File: src/rtl/mips_pkg.sv
// Shared types and constants for the single-cycle MIPS fetch path.
package mips_pkg;

    localparam int unsigned PC_W      = 32;
    localparam int unsigned WORD_BITS = 2;

    localparam logic [PC_W-1:0] DEFAULT_RESET_PC = 32'h0000_0000;

    // RUN fetches; HALT and FAULT are sticky until reset.
    typedef enum logic [1:0] {
        RUN   = 2'd0,
        HALT  = 2'd1,
        FAULT = 2'd2
    } state_e;

endpackage

File: src/rtl/pc_next_logic.sv
// Combinational next-PC selection and instruction-address range/alignment check.
module pc_next_logic
    import mips_pkg::*;
#(
    parameter int unsigned ADDR_SPACE = 255
) (
    input  logic [PC_W-1:0] pc,
    input  logic [PC_W-1:0] pc_plus4,
    input  logic            stall,
    input  logic            halt_req,
    input  logic            jr,
    input  logic [PC_W-1:0] jr_addr,
    input  logic            jump,
    input  logic [25:0]     jump_target,
    input  logic            branch_taken,
    input  logic [PC_W-1:0] branch_offset,
    output logic [PC_W-1:0] next_pc,
    output logic            hold,
    output logic            fault
);

    logic [PC_W-1:0] word_idx;

    // Priority mux: stall > halt > jr > jump > branch > sequential.
    always_comb begin
        hold    = stall | halt_req;
        next_pc = pc_plus4;
        if (hold) begin
            next_pc = pc;
        end else if (jr) begin
            next_pc = jr_addr;
        end else if (jump) begin
            next_pc = {pc_plus4[31:28], jump_target, 2'b00};
        end else if (branch_taken) begin
            next_pc = pc_plus4 + {branch_offset[PC_W-3:0], 2'b00};
        end
    end

    // A held PC never faults; otherwise check alignment and ROM word range.
    always_comb begin
        word_idx = {2'b00, next_pc[PC_W-1:WORD_BITS]};
        fault    = !hold && ((next_pc[WORD_BITS-1:0] != '0) || (word_idx > ADDR_SPACE));
    end

endmodule

File: src/rtl/pc_fetch.sv
// Program counter, fetch state and debug counters for the single-cycle MIPS core.
module pc_fetch
    import mips_pkg::*;
#(
    parameter logic [PC_W-1:0] RESET_PC   = DEFAULT_RESET_PC,
    parameter int unsigned     ADDR_SPACE = 255
) (
    input  logic            clk,
    input  logic            rst,
    input  logic            stall,
    input  logic            branch_taken,
    input  logic [PC_W-1:0] branch_offset,
    input  logic            jump,
    input  logic [25:0]     jump_target,
    input  logic            jr,
    input  logic [PC_W-1:0] jr_addr,
    input  logic            halt_req,
    output logic [PC_W-1:0] pc,
    output logic [PC_W-1:0] pc_plus4,
    output logic            halted,
    output logic            addr_fault,
    output logic [PC_W-1:0] fault_pc,
    output logic [31:0]     cycle_count,
    output logic [31:0]     instr_count
);

    state_e          state;
    logic [PC_W-1:0] next_pc;
    logic            hold;
    logic            fault;

    // Link value and sequential successor.
    always_comb begin
        pc_plus4   = pc + 32'd4;
        halted     = (state == HALT);
        addr_fault = (state == FAULT);
    end

    pc_next_logic #(
        .ADDR_SPACE (ADDR_SPACE)
    ) u_next (
        .pc            (pc),
        .pc_plus4      (pc_plus4),
        .stall         (stall),
        .halt_req      (halt_req),
        .jr            (jr),
        .jr_addr       (jr_addr),
        .jump          (jump),
        .jump_target   (jump_target),
        .branch_taken  (branch_taken),
        .branch_offset (branch_offset),
        .next_pc       (next_pc),
        .hold          (hold),
        .fault         (fault)
    );

    // State, PC, fault capture and counters; everything freezes outside RUN.
    always_ff @(posedge clk or posedge rst) begin
        if (rst) begin
            state       <= RUN;
            pc          <= RESET_PC;
            fault_pc    <= '0;
            cycle_count <= '0;
            instr_count <= '0;
        end else if (state == RUN) begin
            cycle_count <= cycle_count + 32'd1;
            if (!stall) begin
                // Halting and faulting instructions still count as retired.
                instr_count <= instr_count + 32'd1;
                if (halt_req) begin
                    state <= HALT;
                end else if (fault) begin
                    fault_pc <= next_pc;
                    state    <= FAULT;
                end else begin
                    pc <= next_pc;
                end
            end
        end
    end

endmodule
File: config.mk
export PLATFORM = sky130hd
export DESIGN_NAME = pc_fetch
export DESIGN_NICKNAME = d
export VERILOG_FILES = /design/src/rtl/mips_pkg.sv /design/src/rtl/pc_next_logic.sv /design/src/rtl/pc_fetch.sv
export SDC_FILE = /design/constraint.sdc
export NUM_CORES = 1
export LEC_CHECK = 0
export CAP_MARGIN = 10
export CELL_PAD_IN_SITES_DETAIL_PLACEMENT = 0
export CELL_PAD_IN_SITES_GLOBAL_PLACEMENT = 2
export CORE_MARGIN = 3
export CORE_UTILIZATION = 29
export CTS_CLUSTER_DIAMETER = 80
export DETAILED_ROUTE_END_ITERATION = 10
export PLACE_DENSITY = 0.92
export SLEW_MARGIN = 25
export SYNTH_ARGS = -nofsm -noshare
export SYNTH_HDL_FRONTEND = slang
export SYNTH_SLANG_ARGS = --single-unit
export TNS_END_PERCENT = 10
File: constraint.sdc
create_clock -name clk -period 5.66 [get_ports clk]
set_input_delay 1.132 -clock clk [delete_from_list [all_inputs] [get_ports clk]]
set_output_delay 1.132 -clock clk [all_outputs]
set_load 0.005 [all_outputs]
==> flow_metrics.py <==
metrics = {
    "status": {
        "status": "finished clean",
    },
    "synth": {
        "synth_warnings": 0,
        "synth_fa_ha_area_frac": 0.04896,
        "synthTopCellsByArea": "dfrtp_1, xnor2_1, nand2_1, ha_1, nor2_1",
        "ys_ff_latch": 130,
        "syn_area_mm2": 0.009353,
        "synthMuxAreaShare": 0.05151,
        "synthFlopType": "dfrtp_1",
        "synth-simple-area-share": 0.2462,
        "synth_top_family_by_area": "simple AND/OR/NAND/NOR gates",
        "synth_xor_area_frac": 0.08896,
        "synth-edff-count": 0,
        "synth_compound_area_frac": 0.1781,
        "syn_area_per_cell_um2": 8.644,
        "synth_common_cells": "dfrtp_1, nand2_1, nor2_1",
        "synth_cells": 1082,
        "yosys.area.top_type": "dfrtp_1",
        "synth_fp_nets": 1215,
        "synthArstFlopShare": 1.000,
        "synth_cell_types": 81,
        "synth_top_area_frac": 0.3478,
        "synth_seq_area_share": 0.3478,
        "yosysMostFrequentCell": "dfrtp_1",
    },
    "worst_hold_path": {
        "min-delay-start": "cycle_count[31]$_DFFE_PP0N_",
        "hp-class": "flip-flop to flip-flop",
        "whs_endpoint": "cycle_count[31]$_DFFE_PP0N_",
        "min_path_cells": 1,
    },
    "drt": {
        "drc": 0,
        "first_pass_iters": 5,
        "route.met2.wl_um": 17330,
        "met3_length_um": 3056,
        "wirelength_met1_um": 16650,
        "wire_per_inst_um": 20.96,
        "highest_layer": "met5",
        "vias_per_cell": 5.395,
        "ant_nets": 0,
        "num_vias": 9754,
        "wl_um": 37900,
        "drt_iter0_markers": 727,
    },
    "global_route": {
        "grt_pass1_wl_um": 57190,
        "grt_pass1_vias": 9537,
        "grt_use_total": 0.2167,
        "grt_antenna_before_repair": 1,
        "grt_max_degree": 69,
        "grt.overflow.total": 0,
    },
    "power": {
        "design_power_total_w": 0.002426,
        "p_leak_nw": 5.788,
        "powerDensity_mw_per_mm2": 179.7,
        "peakVddDrop_mv": 0.1842,
        "p_seq_frac": 0.389,
        "p_comb_frac": 0.146,
        "internal_power_w": 0.001763,
        "p_sw_frac": 0.2732,
        "switching_power_w": 0.0006628,
        "power_frac_clock": 0.465,
    },
    "floorplanning": {
        "ios": 259,
        "die_h_um": 185.6,
        "die_area_mm2": 0.03444,
        "row_count": 65,
        "die_x_um": 185.6,
        "initial_utilization": 0.2956,
        "fp.coreArea_mm2": 0.03164,
    },
    "timing": {
        "tightest_slew_ns": 0.8398,
        "layout_setup_ws_ns": 0.2367,
        "skew_ns": 0.01744,
        "final_hold_viol_count": 0,
        "min_period_over_period": 0.9582,
        "max_freq_mhz": 184.4,
        "layout_min_cycle_time_ns": 5.423,
        "relSlewSlack": 0.4330,
        "slew_viol_final": 0,
        "rsz0062_at_grt": "false",
        "setup_viol": 0,
        "finalSetupTns_ns": 0,
    },
    "setup_path": {
        "r2r_slack_ns": 0.24,
        "path_buf_inv": 3,
        "worstPathRequired_ns": 5.96,
        "crit_path_start_kind": "flip-flop",
        "cp_slowest_cell": "or4_4",
        "reg2reg_depth": 18,
        "cp_cell_sequence": "nand4_4 > or4_4 > or3_1 > xnor2_1 > ha_1 > buf_4 > nand2_1 > o21ai_1 > or2_2 > a2111oi_0 > buf_4 > nor4_1 > or3_1 > nor4_4 > nand4_2 > nor3_4 > buf_12 > mux2_2",
        "worst-setup-path-type": "flip-flop to flip-flop",
        "path_max_fanout": 10,
        "cpPeakStageDelay_ns": 0.60,
        "crit_path_end_kind": "flip-flop",
        "worstPathArrival_ns": 5.73,
        "reg2reg_to": "pc[4]$_DFFE_PP0P_",
        "r2r-start": "pc[7]$_DFFE_PP0P_",
        "crit_family": "simple AND/OR/NAND/NOR gates",
    },
    "job": {
        "max_cap_viol_count": 0,
    },
    "layout": {
        "areaGrowthSynthToFinish_pct": 44.39,
        "drive_above_1_share": 0.1166,
        "fillCellCount": 3152,
        "post-route-util": 0.4269,
        "instances_no_fill": 1808,
        "seqCellArea_mm2": 0.003253,
        "nets": 1526,
        "multi_input_area_mm2": 0.005783,
        "antenna_cells": 0,
    },
    "clock_network": {
        "hold_buffers": 0,
        "htree_levels": 4,
        "clock_latency_ns": 0.42,
        "cts_buffers": 17,
        "clock_path_buffers": 2,
        "clock-sinks": 130,
        "cts_tree": "yes",
        "postCtsSetupBuffers": 0,
        "cts_root_buf": "clkbuf_16",
        "clkTransAtPathRegs_ns": 0.07,
    },
    "placed_design": {
        "dp.cells": 1775,
        "io_buffers": 256,
        "dpl_worst_slack_ns": 0.04067,
        "place_congestion": 0.9770,
        "dp_hpwl_um": 30040,
    },
}
==> metrics by stage <==
step                      hold WS, ns  area [um^2]
final                          0.4722        13500
after global routing           0.4932        13500
after CTS                      0.4779        13460
after detailed placement       0.4649        12860
after global placement         0.4611        12860
after floorplan                0.4682         9353
==> how the worst max path moves through the flow <==
| stage | from | to | slack, ns | depth (start not counted) |
|---|---|---|---|---|
| floorplan | pc[4]$_DFFE_PP0P_ | pc[3]$_DFFE_PP0P_ | 0.38 | 19 |
| global placement | pc[7]$_DFFE_PP0P_ | fault_pc[4]$_DFFE_PP0P_ | 0.09 | 17 |
| detailed placement | pc[7]$_DFFE_PP0P_ | fault_pc[3]$_DFFE_PP0P_ | 0.04 | 17 |
| CTS | pc[7]$_DFFE_PP0P_ | fault_pc[16]$_DFFE_PP0P_ | 0.03 | 18 |
| global route | pc[7]$_DFFE_PP0P_ | fault_pc[16]$_DFFE_PP0P_ | 0.03 | 18 |
| finish | pc[7]$_DFFE_PP0P_ | pc[4]$_DFFE_PP0P_ | 0.24 | 18 |
==> flip-flops by register name (all words and copies together), names as in the netlist <==
| name | cells |
|---|---|
| cycle_count | 32 |
| fault_pc | 32 |
| instr_count | 32 |
| pc | 32 |
| state | 2 |
==> power groups by stage <==
stage / Combinational, W / Sequential, W / Clock [W]
finish: 0.000354 / 0.000943 / 0.00113
CTS: 0.000351 / 0.000943 / 0.00116
floorplan: 0.000167 / 0.000959 / 0
global route: 0.000385 / 0.000943 / 0.00120
detailed placement: 0.000349 / 0.000960 / 0
global placement: 0.000349 / 0.000960 / 0
==> area by class of cell <==
class | count | share of cell area
clock inverters | 14 | 0.01260
multi-input cells | 864 | 0.4282
flip-flops and latches | 130 | 0.2409
inverters | 40 | 0.01130
clock buffers | 18 | 0.03178
well taps | 402 | 0.03725
repair buffers | 340 | 0.2379
==> cells in the final DEF (no fill, tap or decap), types with 7 or more instances in the layout <==
cell	n
clkdlybuf4s50_1	255
xnor2_1	64
mux2i_1	23
buf_4	82
o21ai_0	46
nor3_1	27
mux2_4	10
o22ai_1	9
nor2_1	101
clkbuf_16	17
nand4_1	33
and2_1	10
ha_1	35
nor2b_1	29
o21a_1	8
xor2_1	31
a21oi_1	48
inv_1	37
o31ai_1	7
and4_1	15
nand3_1	49
nor4_1	12
dfrtp_1	130
nand2_1	117
a211oi_1	12
mux2_2	7
a22o_1	8
or3_1	7
o211ai_1	15
and3_1	12
a21o_1	17
==> routing by layer <==
layer  vias up  global-route usage
li1       4582                   -
met1      4724              0.2905
met2       396              0.3501
met3        50             0.05394
met4         2             0.05898
met5         -                   0
==> timing repair <==
action,in CTS,in global routing
endpoints found under the hold margin,0,0
setup endpoints to repair,0,65
gates resized for setup,0,6
==> logic make-up after synthesis <==
kind of cell / Yosys count
buffers and inverters: 89
AOI/OAI and AO/OA: 240
muxes: 42
xor gates and xnor gates: 95
adders and majority gates: 36
and+or+nand+nor: 450
DFF: 130
(Power assumes the default switching activity.)
